===== config.mk =====
export PLATFORM = sky130hd
export DESIGN_NAME = fetch_pc_ctrl_flat
export DESIGN_NICKNAME = d
export VERILOG_FILES = /design/src/rtl/fetch_pc_ctrl_if.sv /design/src/rtl/fetch_pc_ctrl.sv /design/src/flat_wrapper.sv
export SDC_FILE = /design/constraint.sdc
export NUM_CORES = 1
export LEC_CHECK = 0
export BUFFER_PORTS_ARGS = -buffer_cell sky130_fd_sc_hd__buf_4
export CAP_MARGIN = 5
export CORE_UTILIZATION = 25
export CTS_CLUSTER_SIZE = 10
export DETAILED_ROUTE_END_ITERATION = 16
export SYNTH_ARGS = -nofsm -noshare
export SYNTH_HDL_FRONTEND = slang
export SYNTH_SLANG_ARGS = --single-unit

===== constraint.sdc =====
create_clock -name clk -period 4.85 [get_ports clk]
set_input_delay 0.97 -clock clk [delete_from_list [all_inputs] [get_ports clk]]
set_output_delay 0.97 -clock clk [all_outputs]
set_load 0.1 [all_outputs]

===== src/rtl/fetch_pc_ctrl_if.sv =====
// Bundle of signals between the fetch sequencer, instruction memory, decode and execute.
// The master modport is the fetch sequencer's view; slave is the surrounding environment.
interface fetch_pc_ctrl_if #(
  parameter int WIDTH = 32
);
  logic             imem_req_valid;
  logic             imem_req_ready;
  logic [WIDTH-1:0] imem_addr;
  logic             imem_rsp_valid;
  logic [31:0]      imem_rsp_data;
  logic             inst_valid;
  logic             inst_ready;
  logic [31:0]      inst_data;
  logic [WIDTH-1:0] inst_pc;
  logic             branch;
  logic [WIDTH-1:0] branch_pc;
  logic [WIDTH-1:0] branch_imm;
  logic             fetch_err;

  modport master (
    output imem_req_valid, imem_addr, inst_valid, inst_data, inst_pc, fetch_err,
    input  imem_req_ready, imem_rsp_valid, imem_rsp_data, inst_ready,
           branch, branch_pc, branch_imm
  );

  modport slave (
    input  imem_req_valid, imem_addr, inst_valid, inst_data, inst_pc, fetch_err,
    output imem_req_ready, imem_rsp_valid, imem_rsp_data, inst_ready,
           branch, branch_pc, branch_imm
  );
endinterface


===== src/rtl/fetch_pc_ctrl.sv =====
// Fetch sequencer: owns the PC, issues one instruction fetch at a time, hands the
// instruction to decode, and applies execute-stage branch redirects.
module fetch_pc_ctrl #(
  parameter int               WIDTH    = 32,
  parameter logic [WIDTH-1:0] RESET_PC = '0
) (
  input logic            clk,
  input logic            rst,
  fetch_pc_ctrl_if.master bus
);
  typedef enum logic [2:0] {S_IDLE, S_REQ, S_WAIT, S_OUT, S_HALT} state_t;

  state_t           state_q, state_d;
  logic [WIDTH-1:0] pc_q, pc_d;
  logic             discard_q, discard_d;
  logic [31:0]      inst_data_q, inst_data_d;
  logic [WIDTH-1:0] inst_pc_q, inst_pc_d;
  logic             fetch_err_q, fetch_err_d;

  logic [WIDTH-1:0] seq_pc;
  logic [WIDTH-1:0] target_pc;
  logic             target_bad;

  assign seq_pc     = pc_q + WIDTH'(4);
  assign target_pc  = bus.branch_pc + bus.branch_imm;
  assign target_bad = |target_pc[1:0];

  // A redirect gates both valids in the same cycle so nothing leaves on the wrong path.
  assign bus.imem_req_valid = (state_q == S_REQ) && !bus.branch;
  assign bus.inst_valid     = (state_q == S_OUT) && !bus.branch;
  assign bus.imem_addr      = pc_q;
  assign bus.inst_data      = inst_data_q;
  assign bus.inst_pc        = inst_pc_q;
  assign bus.fetch_err      = fetch_err_q;

  always_comb begin
    state_d     = state_q;
    pc_d        = pc_q;
    discard_d   = discard_q;
    inst_data_d = inst_data_q;
    inst_pc_d   = inst_pc_q;
    fetch_err_d = fetch_err_q;

    case (state_q)
      S_IDLE: state_d = S_REQ;

      S_REQ: begin
        if (bus.branch) begin
          if (target_bad) begin
            fetch_err_d = 1'b1;
            state_d     = S_HALT;
          end else begin
            pc_d = target_pc;
          end
        end else if (bus.imem_req_ready) begin
          state_d = S_WAIT;
        end
      end

      S_WAIT: begin
        if (bus.branch) begin
          if (target_bad) begin
            fetch_err_d = 1'b1;
            state_d     = S_HALT;
          end else begin
            pc_d = target_pc;
            // Response already here: drop it now; otherwise remember to drop it later.
            if (bus.imem_rsp_valid) begin
              discard_d = 1'b0;
              state_d   = S_REQ;
            end else begin
              discard_d = 1'b1;
            end
          end
        end else if (bus.imem_rsp_valid) begin
          if (discard_q) begin
            discard_d = 1'b0;
            state_d   = S_REQ;
          end else begin
            inst_data_d = bus.imem_rsp_data;
            inst_pc_d   = pc_q;
            pc_d        = seq_pc;
            state_d     = S_OUT;
          end
        end
      end

      S_OUT: begin
        if (bus.branch) begin
          if (target_bad) begin
            fetch_err_d = 1'b1;
            state_d     = S_HALT;
          end else begin
            pc_d    = target_pc;
            state_d = S_REQ;
          end
        end else if (bus.inst_ready) begin
          state_d = S_REQ;
        end
      end

      S_HALT: state_d = S_HALT;

      default: state_d = S_IDLE;
    endcase
  end

  always_ff @(posedge clk or posedge rst) begin
    if (rst) begin
      state_q     <= S_IDLE;
      pc_q        <= RESET_PC;
      discard_q   <= 1'b0;
      inst_data_q <= '0;
      inst_pc_q   <= '0;
      fetch_err_q <= 1'b0;
    end else begin
      state_q     <= state_d;
      pc_q        <= pc_d;
      discard_q   <= discard_d;
      inst_data_q <= inst_data_d;
      inst_pc_q   <= inst_pc_d;
      fetch_err_q <= fetch_err_d;
    end
  end
endmodule


===== src/flat_wrapper.sv =====
// flat-port wrapper written by rule: the top's interface ports become plain ports
module fetch_pc_ctrl_flat 
#(
  parameter int               WIDTH    = 32,
  parameter logic [WIDTH-1:0] RESET_PC = '0
)
  (clk, rst, bus_imem_req_valid, bus_imem_addr, bus_inst_valid, bus_inst_data, bus_inst_pc, bus_fetch_err, bus_imem_req_ready, bus_imem_rsp_valid, bus_imem_rsp_data, bus_inst_ready, bus_branch, bus_branch_pc, bus_branch_imm);
  fetch_pc_ctrl_if #(.WIDTH(WIDTH)) bus_i ();
  input logic clk;
  input logic rst;
  output wire logic [$bits(bus_i.imem_req_valid)-1:0] bus_imem_req_valid;
  output wire logic [$bits(bus_i.imem_addr)-1:0] bus_imem_addr;
  output wire logic [$bits(bus_i.inst_valid)-1:0] bus_inst_valid;
  output wire logic [$bits(bus_i.inst_data)-1:0] bus_inst_data;
  output wire logic [$bits(bus_i.inst_pc)-1:0] bus_inst_pc;
  output wire logic [$bits(bus_i.fetch_err)-1:0] bus_fetch_err;
  input wire logic [$bits(bus_i.imem_req_ready)-1:0] bus_imem_req_ready;
  input wire logic [$bits(bus_i.imem_rsp_valid)-1:0] bus_imem_rsp_valid;
  input wire logic [$bits(bus_i.imem_rsp_data)-1:0] bus_imem_rsp_data;
  input wire logic [$bits(bus_i.inst_ready)-1:0] bus_inst_ready;
  input wire logic [$bits(bus_i.branch)-1:0] bus_branch;
  input wire logic [$bits(bus_i.branch_pc)-1:0] bus_branch_pc;
  input wire logic [$bits(bus_i.branch_imm)-1:0] bus_branch_imm;
  assign bus_imem_req_valid = bus_i.imem_req_valid;
  assign bus_imem_addr = bus_i.imem_addr;
  assign bus_inst_valid = bus_i.inst_valid;
  assign bus_inst_data = bus_i.inst_data;
  assign bus_inst_pc = bus_i.inst_pc;
  assign bus_fetch_err = bus_i.fetch_err;
  assign bus_i.imem_req_ready = bus_imem_req_ready;
  assign bus_i.imem_rsp_valid = bus_imem_rsp_valid;
  assign bus_i.imem_rsp_data = bus_imem_rsp_data;
  assign bus_i.inst_ready = bus_inst_ready;
  assign bus_i.branch = bus_branch;
  assign bus_i.branch_pc = bus_branch_pc;
  assign bus_i.branch_imm = bus_branch_imm;
  fetch_pc_ctrl #(.WIDTH(WIDTH), .RESET_PC(RESET_PC)) u_core (.clk(clk), .rst(rst), .bus(bus_i));
endmodule

* After elaboration in Yosys (flattened, before gate mapping)
Cells that the tools add are included.
** Storage, ports and cells
- Flip-flop bits (word level) :: 101
- Word-level logic and storage cells :: 58
** Operators by class
- Add/subtract/negate cells :: 2
- Equality and inequality tests :: 12
- Multiplexer cells :: 22
- Bitwise gates (word level) :: 2
- Reductions and logical operators :: 14
** Operators by type and width (number)
- $mux W32 :: 5
- $pmux W32 S2 :: 1
- $add A32 B3 Y32 const B :: 1
- $add A32 B32 Y32 :: 1
- $mux W3 :: 10
- $pmux W3 S5 :: 1
- $ne A3 B3 Y1 const B :: 4
- $reduce_and A4 Y1 :: 2
- $eq A3 B2 Y1 const B :: 2
- $ne A3 B2 Y1 const B :: 2
- $reduce_and A3 Y1 :: 2
- $reduce_and A5 Y1 :: 1
- $mux W1 :: 4
- $reduce_bool A2 Y1 :: 2
- $reduce_or A2 Y1 :: 2
- $eq A3 B1 Y1 const B :: 1
- $eq A3 B3 Y1 const B :: 1
- $logic_not A3 Y1 :: 1
- $reduce_or A3 Y1 :: 1
- $logic_and A1 B1 Y1 :: 2
- $mux W2 :: 1
- $ne A2 B1 Y1 const B :: 1
- $ne A2 B2 Y1 const B :: 1
- $not A1 Y1 :: 2
- $logic_not A1 Y1 :: 1

* Longest topological paths before layout
Gate-level depths: netlist (run 1).
- Depth after elaboration :: 5
- Mapped depth :: 11

* Worst setup path before layout (run 1)
No wires, ideal clock.
- Path kind :: input to output
- From :: input bus_branch
- To :: output bus_inst_valid
- Arrival :: 3.453 ns
- Slack :: 0.427 ns
- Cell stages on the path :: 2
- Buffers on the path :: 1
- Path through :: clkbuf_1 nor3b_1
** On the way
- Cells in the longest elaborated chain, start to end :: 2
** RTL lines
- from (decl) :: RTL line flat_wrapper.sv:21 : input wire logic [$bits(bus_i.branch)-1:0] bus_branch;
- $logic_not A1 Y1 :: RTL line fetch_pc_ctrl.sv:30 : assign bus.inst_valid = (state_q == S_OUT) && !bus.branch;
- $logic_and A1 B1 Y1 :: RTL line fetch_pc_ctrl.sv:30
- to (decl) :: RTL line flat_wrapper.sv:13 : output wire logic [$bits(bus_i.inst_valid)-1:0] bus_inst_valid;
No other way between the ends.

* Worst setup path after layout (run 1)
- From :: input bus_branch_imm[0]
- To :: register u_core.pc_q[28] (netlist: u_core.bus.imem_addr[28])
** On the way
- Cells in the longest elaborated chain, start to end :: 5
- Elaborated cells on any way between the ends :: 6
- Those cells by class :: add/sub: 1; mux: 4; reduce/logical: 1
** RTL lines
- from (decl) :: RTL line flat_wrapper.sv:23 : input wire logic [$bits(bus_i.branch_imm)-1:0] bus_branch_imm;
- $add A32 B32 Y32 * :: RTL line fetch_pc_ctrl.sv:25 : assign target_pc = bus.branch_pc + bus.branch_imm;
- $reduce_or A2 Y1 :: RTL line fetch_pc_ctrl.sv:26 : assign target_bad = |target_pc[1:0];
- $mux W32 * :: RTL line fetch_pc_ctrl.sv:49, fetch_pc_ctrl.sv:62, fetch_pc_ctrl.sv:90
- $mux W32, on equally long branches :: RTL line fetch_pc_ctrl.sv:48, fetch_pc_ctrl.sv:61
- $pmux W32 S2 * :: RTL line fetch_pc_ctrl.sv:44 : case (state_q)
- to (signal assigned) :: RTL line fetch_pc_ctrl.sv:118 : pc_q <= pc_d;
- to (decl) :: RTL line fetch_pc_ctrl.sv:14 : logic [WIDTH-1:0] pc_q, pc_d;
Mark *: on every way between the ends. The rest lies on a longest branch, timed or not. The select of a mux whose other input is x is not followed.
A chain may end at the register's enable or synchronous reset.

==> flow_summary.ini, run 1 <==
[timing]
slew_headroom = 0.304
rsz0062_at_grt = false
fmax_mhz = 317
fin_crit_sh = 0.651
tightest_slew_ns = 1.04
period_needed_ns = 3.16
drv_slew = 0
clock_skew_ns = 0.00934
setup_viol = 0
finalSetupTns_ns = 0
hold_violations = 0

[setup_path]
critPathKind = in -> reg
cp-startpoint = bus_branch_imm[0]
max_stage_delay_ns = 0.38
critPathBufInv = 2
r2r_slack_ns = 2.04
ff2ff_path_depth = 7
arrival_ns = 3.39
critPathLaunchType = input port
crit_fanout = 4
cp.required_ns = 5.09
reg2reg_to = u_core.bus.inst_data[11]
crit_path_cell_trace = buf_4, ha_1, inv_1, fa_1, nand2b_1, a21oi_1, nor3_1, nand4b_1, and2_1, o21ai_1, a31oi_1, a211o_1
endpoint_kind = flip-flop
crit_family = compound AO/OA/AOI/OAI gates
crit_slowest_cell = fa_1
rr_startpoint = u_core.state_q[0]

[min_path]
min_from = u_core.bus.inst_pc[1]
whs_path_depth = 2
hold_end = u_core.bus.inst_pc[1]
hold_path_class = reg -> reg

[layout]
mostFrequentLayoutCells = nand2_1, buf_4, dfrtp_1, a21oi_1, nor2_1
synthToLayoutAreaGrowth_pct = 32.0
final_common_cell = nand2_1
layout-drive-gt1-share = 0.254
antenna_cells = 0
n_fill_cell = 2676
fin_nets = 1117

[place]
place.gp.congestion = 0.843
hpwlAfterDp_microns = 15500
port_buffers = 200

[synth]
syn-num-nets = 936
netlist_top_cells_area = dfrtp_1, nand2_1, ha_1
syn_area_per_cell_sq_um = 8.11
ys.flop_type = dfrtp_1
synth_seq_area_share = 0.389
synth-edff-count = 0
synth.distinct_cells = 74
synth_warnings = 0
ys_ff_latch = 101
synthCells = 801
synthArstFlopShare = 1.00
synth_top_cell_area_share = 0.389
synth.largest_area_cell = dfrtp_1
synth_area_sq_um = 6500

[clock_tree]
cts.sinks = 101
cts_resized = 0
cts_inserted_buffers = 9
cts.path.max_buffers = 2
post-cts-setup-buffer-count = 0
cts_tree = done
clock_latency_ns = 0.35
cts-root-buf = clkbuf_16
htreeDepth = 3
clk_pin_slew_worst_paths_ns = 0.06
cts_hold_buffers = 0

[drt]
dr_total_vias = 6299
totalWireLength_microns = 20300
drtPass1Iterations = 4
remaining_drc_errors = 0
viasPerCell = 4.79
ant_nets = 0
drt_iter0_drc = 329
wl_per_cell_microns = 15.4

[grt]
grt_usage = 0.152
antenna_found_initial = 0
overflow = 0
grt_pass1_wl_microns = 31900
grt_max_degree = 77
grt_pass1_vias = 5889

[floorplan]
die_h_microns = 163
io_pins = 201
dieArea_sq_um = 26600
die_x_microns = 163
start_util = 0.257
rows = 58
coreArea_sq_um = 25300

[flow_run]
drv_cap = 0

[status]
run_status = finished clean
-- flip-flops by register name, indices dropped and copies added (netlist names) --
register	count
u_core.bus.fetch_err	1
u_core.bus.imem_addr	32
u_core.bus.inst_data	32
u_core.bus.inst_pc	32
u_core.discard_q	1
u_core.state_q	3
-- per-layer routing --
metal / global-route usage / up-vias / routed length [microns]
met5: 0 / - / 0
met1: 0.213 / 2913 / 9890
met4: 0.0573 / 0 / 256
met2: 0.236 / 210 / 8880
met3: 0.0216 / 12 / 1250
li1: - / 3164 / -
-- worst max-delay path by stage --
stage	to	slack [ns]	cells past startpoint
3_3_place_gp	u_core.bus.imem_addr[28]	1.36	12
4_1_cts	u_core.bus.imem_addr[28]	1.68	12
2_1_floorplan	bus_inst_valid	0.43	2
3_5_place_dp	u_core.bus.imem_addr[28]	1.31	12
5_1_grt	u_core.bus.imem_addr[28]	1.56	12
6_report	u_core.bus.imem_addr[28]	1.69	12
-- cell usage after synthesis, types with 6 or more instances --
| cell type | instances |
|---|---|
| nand2_1 | 229 |
| dfrtp_1 | 101 |
| a21oi_1 | 79 |
| nor2_1 | 47 |
| o21ai_0 | 36 |
| ha_1 | 32 |
| nand3_1 | 23 |
| clkbuf_1 | 19 |
| inv_1 | 17 |
| xnor2_1 | 13 |
| a21o_1 | 12 |
| buf_2 | 12 |
| nand4_1 | 12 |
| xor2_1 | 12 |
| a31oi_1 | 11 |
| nor3_1 | 11 |
| nand2b_1 | 9 |
| and3_1 | 7 |
| o22ai_1 | 7 |
| o21bai_1 | 6 |
-- tightest hold or removal path, delay by kind of cell (launching register included) --
kind | cells | cell delay [ns]
and+or+nand+nor | 2 | 0.10
DFF | 1 | 0.34
-- cell type report --
| class | count | area (sq um) | area share |
|---|---|---|---|
| repair buffers | 210 | 1580 | 0.184 |
| clock buffers | 13 | 270 | 0.0315 |
| inverters | 17 | 66.3 | 0.00773 |
| clock inverters | 1 | 30.0 | 0.00350 |
| flip-flops and latches | 101 | 2530 | 0.295 |
| multi-input cells | 643 | 3700 | 0.431 |
| well taps | 330 | 413 | 0.0481 |
-- cells by family after synthesis --
kind of cell | after synthesis | synth area share
muxes | 4 | 0.00616
AOI/OAI and AO/OA | 209 | 0.208
adders and majority gates | 33 | 0.0647
DFF | 101 | 0.389
xor gates and xnor gates | 25 | 0.0337
and+or+nand+nor | 372 | 0.255
buffers and inverters | 57 | 0.0439
-- through the flow --
stage          std cells  instance area [sq um]  setup slack [ns]  utilization  hold slack, ns
2_1_floorplan        801                   6500             0.427            -           0.520
3_3_place_gp        1301                   8280              1.36        0.327           0.458
3_5_place_dp        1301                   8280              1.31        0.327           0.464
4_1_cts             1315                   8580              1.68        0.339           0.481
5_1_grt             1315                   8580              1.56        0.339           0.486
6_report            1315                   8580              1.69        0.339           0.473
Power of run 1 is not shown: default switching activity piles up to over one toggle a cycle in this logic, so the estimate is an artifact.
==> run 2, diff against run 1 <==
Clock period 4.85 ns to 2.7 ns, I/O delays scaled along.
==> run 2 against run 1 <==
Against the previous run: register-to-register slack got worse by 1.8 ns; first-iteration DRC count up 15%; cell area up 6.9%; die area is the same; flip-flop and latch count is the same; sequential share of layout area fell by 1.8 points; core utilization grew 2.3 points; non-clock buffer count rose by 58.
==> flow_summary.ini, run 2 (synthesis results as in run 1) <==
[layout]
layout-drive-gt1-share = 0.307
n_fill_cell = 2633
final_common_cell = buf_4
mostFrequentLayoutCells = buf_4, nand2_1, dfrtp_1, a21oi_1, nor2_1
fin_nets = 1175
antenna_cells = 0
synthToLayoutAreaGrowth_pct = 41.1

[place]
place.gp.congestion = 0.846
place_ws_ns = -0.148
port_buffers = 200
hpwlAfterDp_microns = 16000

[power]
peakVddDrop_mv = 0.906
p_leak_nw = 4.48
power_mw = 12.6
p_per_area_nw_per_um2 = 1370

[floorplan]
die_h_microns = 163
coreArea_sq_um = 25300
start_util = 0.257
io_pins = 201
rows = 58
die_x_microns = 163
dieArea_sq_um = 26600

[clock_tree]
cts_hold_buffers = 0
clock_latency_ns = 0.36
cts.sinks = 101
clk_pin_slew_worst_paths_ns = 0.07
cts_resized = 0
htreeDepth = 3
cts-root-buf = clkbuf_16
cts_inserted_buffers = 9
post-cts-setup-buffer-count = 0
cts_tree = done
cts.path.max_buffers = 2

[status]
run_status = finished clean

[grt]
grt_usage = 0.153
grt_pass1_vias = 6029
grt_pass1_wl_microns = 32200
grt_max_degree = 56
overflow = 0
antenna_found_initial = 0

[timing]
fin_ws_ns = 0.244
setup_viol = 0
drv_slew = 0
hold_slack_ns = 0.323
hold_violations = 0
clock_skew_ns = 0.0116
fmax_mhz = 407
rsz0062_at_grt = false
period_needed_ns = 2.46
fin_crit_sh = 0.910
tightest_slew_ns = 0.768
finalSetupTns_ns = 0
slew_headroom = 0.487

[drt]
dr_total_vias = 6492
viasPerCell = 4.72
drt_iter0_drc = 379
remaining_drc_errors = 0
ant_nets = 0
wl_per_cell_microns = 14.8
drtPass1Iterations = 6
totalWireLength_microns = 20300

[setup_path]
endpoint_kind = flip-flop
critPathKind = in -> reg
arrival_ns = 2.70
crit_fanout = 3
cp.required_ns = 2.94
critPathLaunchType = input port

[flow_run]
drv_cap = 0

[min_path]
hold_path_class = in -> async
[run 2: layout make-up]
type                            count  area, sq um  area share
Clock buffer                        9          225      0.0246
Clock inverter                      7          145      0.0158
Sequential cell                   101         2540       0.277
Timing Repair Buffer              268         2070       0.226
Multi-Input combinational cell    643         3710       0.404
Tap cell                          330          413      0.0450
Inverter                           17         67.6     0.00737
[run 2: metal layers]
layer | part of all wire | global-route usage
met5 | 0 | 0
met1 | 0.47 | 0.211
met4 | 0.018 | 0.0590
met3 | 0.066 | 0.0239
met2 | 0.44 | 0.237
[run 2: critical path, stage by stage]
cell and delay (ns):
buf_4 0.08, ha_1 0.16, inv_1 0.06, fa_1 0.37, nand2b_1 0.17, a21oi_1 0.17, buf_4 0.15, nor3_1 0.05
nand4b_1 0.22, and2_1 0.20, o21ai_1 0.17, a31oi_1 0.11, a211o_1 0.26
[run 2: per-stage QoR]
stage | instance area, sq um | instances | util
detailed placement | 8800 | 1359 | 0.347
floorplan | 6520 | 801 | -
finish | 9170 | 1375 | 0.362
global placement | 8800 | 1359 | 0.347
CTS | 9170 | 1375 | 0.362
global route | 9170 | 1375 | 0.362
[run 2: worst paths after layout]
path	from	to	slack, ns	cells after the start
worst max-delay path	bus_branch_imm[0]	u_core.bus.imem_addr[28]	0.24	13
worst min-delay path	rst	u_core.bus.inst_pc[7]	0.32	2
worst max register to register	u_core.bus.imem_addr[2]	u_core.bus.imem_addr[28]	0.26	9
worst min register to register	u_core.bus.inst_pc[18]	u_core.bus.inst_pc[18]	0.47	2
max in group asynchronous	rst	u_core.bus.imem_addr[14]	1.67	3
min in group clk	bus_imem_rsp_data[30]	u_core.bus.inst_data[30]	0.37	3
[run 2: power by group]
part / internal, mW / leakage (nW) / switching [mW]
logic: 1.82 / 3.09 / 6.36
clock network: 1.01 / 0.176 / 0.611
registers: 2.17 / 1.21 / 0.632
total: 5.00 / 4.48 / 7.61
No activity file was read; power rests on OpenSTA's default activity.
